## src/rtl/sra_mc_pkg.sv

```systemverilog
// Shared ALU constants: datapath/shift-amount widths and shifter FSM encoding.
package alu_pkg;
  localparam int WIDTH = 32;
  localparam int SHW   = 5;
  localparam int KW    = $clog2(SHW);

  localparam logic [1:0] ST_IDLE  = 2'b00;
  localparam logic [1:0] ST_SHIFT = 2'b01;
  localparam logic [1:0] ST_DONE  = 2'b10;
endpackage

```

## src/rtl/sra_mc_if.sv

```systemverilog
// Processor-to-shifter handshake bundle; master is the core, slave is the shifter.
interface sra_mc_if
  import alu_pkg::*;
();
  logic             ctrl_start;
  logic [WIDTH-1:0] data_operandA;
  logic [SHW-1:0]   ctrl_shamt;
  logic             ctrl_arith;
  logic [WIDTH-1:0] data_result;
  logic             data_resultRDY;
  logic             data_busy;

  modport master (
    output ctrl_start, data_operandA, ctrl_shamt, ctrl_arith,
    input  data_result, data_resultRDY, data_busy
  );

  modport slave (
    input  ctrl_start, data_operandA, ctrl_shamt, ctrl_arith,
    output data_result, data_resultRDY, data_busy
  );
endinterface

```

## src/rtl/sra_mc_sr_stage.sv

```systemverilog
// One combinational barrel stage: optional right shift by 2^k with a fill bit.
module sr_stage
  import alu_pkg::*;
(
  input  logic [WIDTH-1:0] in,
  input  logic [KW-1:0]    k,
  input  logic             en,
  input  logic             fill,
  output logic [WIDTH-1:0] out
);
  always_comb begin
    out = in;
    if (en) begin
      for (int j = 0; j < SHW; j++) begin
        // Vacated top 2^j bits are taken from the fill mask.
        if (k == KW'(j))
          out = (in >> (1 << j)) | ({WIDTH{fill}} & ~({WIDTH{1'b1}} >> (1 << j)));
      end
    end
  end
endmodule

```

## src/rtl/sra_mc.sv

```systemverilog
// Multi-cycle SRL/SRA: one barrel stage per clock, result 5 edges after accept.
// Busy during SHIFT; one-cycle RDY pulse in DONE, where a new start may be accepted.
module sra_mc
  import alu_pkg::*;
(
  input  logic     clock,
  input  logic     reset_n,
  sra_mc_if.slave  bus
);
  logic [1:0]       r_state;
  logic [WIDTH-1:0] r_work;
  logic [SHW-1:0]   r_shamt;
  logic             r_arith;
  logic             r_sign;
  logic [KW-1:0]    r_k;
  logic [WIDTH-1:0] r_result;
  logic             r_rdy;
  logic             r_busy;

  logic [WIDTH-1:0] w_stage;
  logic             w_accept;

  // IDLE, DONE and the unused encoding all accept a start.
  assign w_accept = bus.ctrl_start && (r_state != ST_SHIFT);

  sr_stage u_stage (
    .in   (r_work),
    .k    (r_k),
    .en   (r_shamt[r_k]),
    .fill (r_sign & r_arith),
    .out  (w_stage)
  );

  always_ff @(posedge clock) begin
    if (!reset_n) begin
      r_state  <= ST_IDLE;
      r_work   <= '0;
      r_shamt  <= '0;
      r_arith  <= 1'b0;
      r_sign   <= 1'b0;
      r_k      <= '0;
      r_result <= '0;
      r_rdy    <= 1'b0;
      r_busy   <= 1'b0;
    end else begin
      r_rdy <= 1'b0;
      if (r_state == ST_SHIFT) begin
        r_work <= w_stage;
        if (r_k == '0) begin
          r_result <= w_stage;
          r_rdy    <= 1'b1;
          r_busy   <= 1'b0;
          r_state  <= ST_DONE;
        end else begin
          r_k <= r_k - 1'b1;
        end
      end else if (w_accept) begin
        r_work  <= bus.data_operandA;
        r_shamt <= bus.ctrl_shamt;
        r_arith <= bus.ctrl_arith;
        r_sign  <= bus.data_operandA[WIDTH-1];
        r_k     <= KW'(SHW - 1);
        r_busy  <= 1'b1;
        r_state <= ST_SHIFT;
      end else begin
        r_state <= ST_IDLE;
      end
    end
  end

  assign bus.data_result    = r_result;
  assign bus.data_resultRDY = r_rdy;
  assign bus.data_busy      = r_busy;
endmodule

```

## src/flat_wrapper.sv

```systemverilog
// flat-port wrapper written by rule: the top's interface ports become plain ports
module sra_mc_flat import alu_pkg::*;
  (clock, reset_n, bus_ctrl_start, bus_data_operandA, bus_ctrl_shamt, bus_ctrl_arith, bus_data_result, bus_data_resultRDY, bus_data_busy);
  sra_mc_if bus_i ();
  input  logic clock;
  input  logic reset_n;
  input wire logic [$bits(bus_i.ctrl_start)-1:0] bus_ctrl_start;
  input wire logic [$bits(bus_i.data_operandA)-1:0] bus_data_operandA;
  input wire logic [$bits(bus_i.ctrl_shamt)-1:0] bus_ctrl_shamt;
  input wire logic [$bits(bus_i.ctrl_arith)-1:0] bus_ctrl_arith;
  output wire logic [$bits(bus_i.data_result)-1:0] bus_data_result;
  output wire logic [$bits(bus_i.data_resultRDY)-1:0] bus_data_resultRDY;
  output wire logic [$bits(bus_i.data_busy)-1:0] bus_data_busy;
  assign bus_i.ctrl_start = bus_ctrl_start;
  assign bus_i.data_operandA = bus_data_operandA;
  assign bus_i.ctrl_shamt = bus_ctrl_shamt;
  assign bus_i.ctrl_arith = bus_ctrl_arith;
  assign bus_data_result = bus_i.data_result;
  assign bus_data_resultRDY = bus_i.data_resultRDY;
  assign bus_data_busy = bus_i.data_busy;
  sra_mc u_core (.clock(clock), .reset_n(reset_n), .bus(bus_i));
endmodule
```

## config.mk

```make
export PLATFORM = sky130hd
export DESIGN_NAME = sra_mc_flat
export DESIGN_NICKNAME = d
export VERILOG_FILES = /design/src/rtl/sra_mc_pkg.sv /design/src/rtl/sra_mc_if.sv /design/src/rtl/sra_mc_sr_stage.sv /design/src/rtl/sra_mc.sv /design/src/flat_wrapper.sv
export SDC_FILE = /design/constraint.sdc
export NUM_CORES = 1
export LEC_CHECK = 0
export BUFFER_PORTS_ARGS = -buffer_cell sky130_fd_sc_hd__buf_4
export CAP_MARGIN = 20
export CORE_UTILIZATION = 45
export CTS_CLUSTER_DIAMETER = 50
export CTS_CLUSTER_SIZE = 10
export DETAILED_ROUTE_END_ITERATION = 10
export GPL_ROUTABILITY_DRIVEN = 0
export GPL_TIMING_DRIVEN = 0
export PLACE_DENSITY = 0.7
export SYNTH_ARGS = -nofsm -noshare
export SYNTH_HDL_FRONTEND = slang
export SYNTH_SLANG_ARGS = --single-unit
export TNS_END_PERCENT = 1
```

## constraint.sdc

```tcl
create_clock -name clock -period 2.05 [get_ports clock]
set_input_delay 0.1025 -clock clock [delete_from_list [all_inputs] [get_ports clock]]
set_output_delay 0.1025 -clock clock [all_outputs]
set_load 0.02 [all_outputs]
```

==> results.rst <==
.. list-table::
   :header-rows: 1

   * - Metric
     - Value
   * - Result of the run
     - finished, final reports clean
   * - Top FF cell, synth
     - sky130_fd_sc_hd__dfxtp_1
   * - Xor and xnor area share after synthesis
     - 0
   * - Core footprint
     - between 0.01 and 0.015 mm^2
   * - Final Skew
     - approximately 4.3 ps
   * - Headroom to the max-slew limit
     - 0.5286
   * - Post-synthesis cell count
     - 681
   * - Yosys cell types
     - between 40 and 50
   * - Input/output buffers
     - 73
   * - Detailed-route via count
     - approximately 5.8k
   * - Yosys synthesis warning count
     - 0
   * - Instance count on the critical path
     - 11
   * - Per-cell routed wire length
     - between 15 and 20 um
   * - Static leakage
     - between 2 and 2.5 nW
   * - Dominant combinational cell family by area after synthesis
     - compound AO/OA/AOI/OAI gates
   * - Type of the worst setup path
     - reg -> reg
   * - Combined area of the multi-input logic cells
     - roughly 0.0033 mm^2
   * - Overflow after GRT
     - 0
   * - Floorplan die area
     - between 0.01 and 0.015 mm^2
   * - HPWL after detailed placement
     - between 10,000 and 15,000 um
   * - Post-synthesis net count
     - between 700 and 800
   * - Number of flops mapped to enable cells by yosys
     - 0
   * - Cell family with most CP delay
     - buffers and inverters
   * - Number of instances on the worst hold path
     - 3
   * - Post-Synthesis Mean Instance Area
     - roughly 7.5 um^2
   * - Share of async-settable or async-resettable flops after synthesis
     - 0
   * - Most prevalent standard cell on the critical path
     - sky130_fd_sc_hd__buf_4
   * - Seq/Total Area, Yosys
     - 0.3075
   * - Clock transition at the registers of the reported paths
     - 60 ps
   * - Non-Filler Cell Area, Final
     - 0.006420 mm^2
   * - Cts hold-fix bufs
     - 0
   * - Maximum root-to-sink buffer count
     - 2
   * - Sequential cell area in the final layout
     - roughly 0.0016 mm^2
   * - H-tree Lvls
     - 3
   * - Final count of pins violating max slew
     - 0
   * - DRC marker count from the first detailed-route iteration
     - 570
   * - Max-cap viol count
     - 0
   * - Launching element type of the critical path
     - flip-flop
   * - Final Setup Violations
     - 0
   * - Nature of the critical path endpoint
     - flip-flop
   * - Clock latency reported for the late side of the worst-skew pair
     - 340 ps
   * - DP Area
     - 0.005801 mm^2
   * - Total DRC errors in the routed layout
     - 0
   * - Number of primary I/O pins
     - 75
   * - Required time of the critical path
     - roughly 2300 ps
   * - Adder-cell share of the synthesized area
     - 0.01232
   * - Filler Cells Inserted
     - 1,006
   * - RSZ-0062 raised after global routing
     - true
   * - Final period util
     - 0.9906
   * - Slowest cell on the critical path
     - sky130_fd_sc_hd__dfxtp_4
   * - Arrival time of data at the critical path endpoint
     - about 2300 ps
   * - Simple-Gate Fraction of Synth Area
     - 0.1947
   * - Number of antenna violations at the first check in global routing
     - 0
   * - Cell taking the most area after synthesis
     - sky130_fd_sc_hd__dfxtp_1
   * - Largest fanout on the critical path
     - 6
   * - Sink Count
     - just under 80
   * - WHS
     - approximately 9.5 ps
   * - Number of synthesized register bits
     - 78
   * - Die X
     - 108.2 um
   * - Starting utilization of the core area
     - 0.4643
   * - Series of cell instances along the critical path
     - buf_8 > inv_6 > ha_4 > buf_6 > nor4b_4 > buf_4 > buf_4 > a22o_1 > o22ai_2 > and3_1 > a21oi_1
   * - Final-layout setup total negative slack
     - 0 ps
   * - Final hold violation count
     - 0
   * - Count of nets after finishing
     - 820
   * - Drt total wl
     - 17,280 um
   * - Wire length of the first global-routing pass
     - about 27,000 um
   * - Layout-stage area growth over the synthesis result
     - 26.44%
   * - Ant. Diodes
     - 0
   * - Vias per inst
     - 6.333
   * - Time the final worst path needs with I/O delays and setup
     - 2031 ps
   * - Multiplexer area fraction after synthesis
     - 0.07787
   * - Pin count of the biggest net entering global routing
     - 12
   * - Number of placement rows
     - 38
   * - Post-route core utilization
     - 0.5871
   * - GRT Overall Usage
     - 0.2970
   * - Layout cell share with drive strength beyond 1
     - 0.2635
   * - Chip height
     - roughly 110 um
   * - Power per unit of standard cell area
     - around 800 mW/mm^2
   * - TritonCTS clock tree
     - yes
   * - Vias in the first global route
     - approximately 5.3k
   * - Cells taking the most area after synthesis
     - sky130_fd_sc_hd__dfxtp_1 (31%), sky130_fd_sc_hd__a21oi_1 (7.8%), sky130_fd_sc_hd__nand2_1 (6.8%)
   * - Area of the mapped netlist
     - between 0.005 and 0.006 mm^2
   * - Area share of the largest cell type after synthesis
     - 0.3075
   * - Number of detailed-routing iterations run before antenna repair
     - 5
   * - ANT nets after route
     - 0
   * - Max Fclk
     - just under 500 MHz
   * - Maximum vdd drop
     - a little over 0.5 mV
   * - CTS buffer count
     - 9
   * - Longest individual stage delay on the worst path
     - roughly 350 ps
   * - Logic depth of the worst register-to-register path
     - 11
   * - Synth Area in Compound Gates
     - 0.3351
   * - Class of the tightest hold or removal check
     - in -> reg
   * - Buffers plus inverters on the worst setup path
     - 5
   * - Slew of the pin with the lowest slew margin
     - approximately 710 ps
   * - Master cell of the clock root buffer
     - sky130_fd_sc_hd__clkbuf_16
## sequential cells by signal (all words and copies together) (netlist names)
register                   cells
u_core.r_shamt                 5
u_core.r_arith                 1
u_core.r_sign                  1
u_core.bus.data_resultRDY      1
u_core.bus.data_busy           1
u_core.r_state                 2
u_core.r_work                 32
u_core.bus.data_result        32
u_core.r_k                     3
## area by class of cell
cell class                      instances  area share
Buffer                                 78     0.06587
Multi-Input combinational cell        517      0.5176
Sequential cell                        78      0.2444
Tap cell                              140     0.02729
Clock inverter                          1   0.0007796
Clock buffer                           14     0.04112
Timing Repair Buffer                   84     0.09823
Inverter                                6    0.004677
## Yosys cell counts (2+ instances only)
| library cell | n |
|---|---|
| sky130_fd_sc_hd__a21o_1 | 16 |
| sky130_fd_sc_hd__a21oi_1 | 79 |
| sky130_fd_sc_hd__a221oi_1 | 5 |
| sky130_fd_sc_hd__a22o_1 | 8 |
| sky130_fd_sc_hd__a31oi_1 | 21 |
| sky130_fd_sc_hd__a32oi_1 | 5 |
| sky130_fd_sc_hd__and2_1 | 3 |
| sky130_fd_sc_hd__and3_1 | 4 |
| sky130_fd_sc_hd__and3b_1 | 10 |
| sky130_fd_sc_hd__buf_1 | 5 |
| sky130_fd_sc_hd__buf_2 | 15 |
| sky130_fd_sc_hd__buf_4 | 5 |
| sky130_fd_sc_hd__clkbuf_1 | 54 |
| sky130_fd_sc_hd__dfxtp_1 | 78 |
| sky130_fd_sc_hd__ha_1 | 5 |
| sky130_fd_sc_hd__inv_1 | 6 |
| sky130_fd_sc_hd__mux2_2 | 25 |
| sky130_fd_sc_hd__mux2i_1 | 10 |
| sky130_fd_sc_hd__nand2_1 | 92 |
| sky130_fd_sc_hd__nand2b_1 | 7 |
| sky130_fd_sc_hd__nand3_1 | 17 |
| sky130_fd_sc_hd__nand3b_1 | 20 |
| sky130_fd_sc_hd__nor2_1 | 12 |
| sky130_fd_sc_hd__nor2b_1 | 6 |
| sky130_fd_sc_hd__nor3_1 | 15 |
| sky130_fd_sc_hd__o21a_1 | 3 |
| sky130_fd_sc_hd__o21ai_0 | 58 |
| sky130_fd_sc_hd__o21ai_1 | 38 |
| sky130_fd_sc_hd__o21ai_2 | 2 |
| sky130_fd_sc_hd__o221ai_1 | 9 |
| sky130_fd_sc_hd__o22ai_1 | 25 |
| sky130_fd_sc_hd__o2bb2ai_1 | 6 |
| sky130_fd_sc_hd__o31ai_1 | 2 |
## cells by family after synthesis
group | after synthesis
multiplexers | 36
buffers and inverters | 86
AO/OA/AOI/OAI | 283
flip-flops | 78
AND/OR/NAND/NOR | 193
adder cells (fa/ha/maj) | 5
## stage by stage
| step | cells | worst slack, ps | total power, mW |
|---|---|---|---|
| global route | 918 | -75.89 | 5.206 |
| finish | 918 | 19.18 | 4.997 |
| floorplan | 681 | 54.71 | 2.829 |
| detailed placement | 894 | -477.4 | 3.323 |
| global placement | 894 | -394.3 | 3.285 |
| CTS | 911 | -49.59 | 4.844 |
## where the power goes
group	internal [mW]	leakage [nW]	switching, mW
logic	0.690	1.66	1.05
clock network	0.879	0.133	0.597
registers	1.66	0.641	0.122
## per-layer routing
layer / global-route usage / vias up / routed length (um)
li1: - / 2677 / -
met1: 0.3873 / 2695 / 7077
met2: 0.4691 / 362 / 7779
met3: 0.05787 / 80 / 1685
met4: 0.1419 / 0 / 735
met5: 0 / - / 0
## cells in the final DEF (no fill, tap or decap), drive strengths merged, types with 5 or more instances in the layout
cell type,count
a21oi,79
a32oi,5
dfxtp,78
inv,6
o22ai,25
ha,5
nor2,12
nor3,17
o2bb2ai,6
buf,109
a21o,16
nand2b,7
o21ai,98
a221oi,5
clkbuf,67
and3b,10
nand3,17
mux2,25
a22o,8
nor2b,6
o221ai,10
mux2i,11
nand3b,20
nand2,92
a31oi,21
## repair_timing
item | 4_1_cts | 5_1_grt
setup buffers | 3 | 8
gates resized for setup | 32 | 70
cloned | 0 | 0
pin swaps | 6 | 17
setup endpoints to repair | 68 | 62
endpoints found under the hold margin | 0 | 0
## worst reg2reg max path, stage by stage (launching register included)
cell,delay (ps)
sky130_fd_sc_hd__dfxtp_4,350
sky130_fd_sc_hd__buf_8,140
sky130_fd_sc_hd__inv_6,70
sky130_fd_sc_hd__ha_4,170
sky130_fd_sc_hd__buf_6,130
sky130_fd_sc_hd__nor4b_4,240
sky130_fd_sc_hd__buf_4,180
sky130_fd_sc_hd__buf_4,120
sky130_fd_sc_hd__a22o_1,130
sky130_fd_sc_hd__o22ai_2,60
sky130_fd_sc_hd__and3_1,230
sky130_fd_sc_hd__a21oi_1,150
## worst paths after layout
path                                   start                         end  slack [ps]
hold reg to reg   u_core.bus.data_result[18]  u_core.bus.data_result[18]         440
setup reg to reg               u_core.r_k[1]           u_core.r_work[23]          20
setup / recovery               u_core.r_k[1]           u_core.r_work[23]          20
hold / removal             bus_ctrl_shamt[0]           u_core.r_shamt[0]           9
No activity file was read; power rests on OpenSTA's default activity.
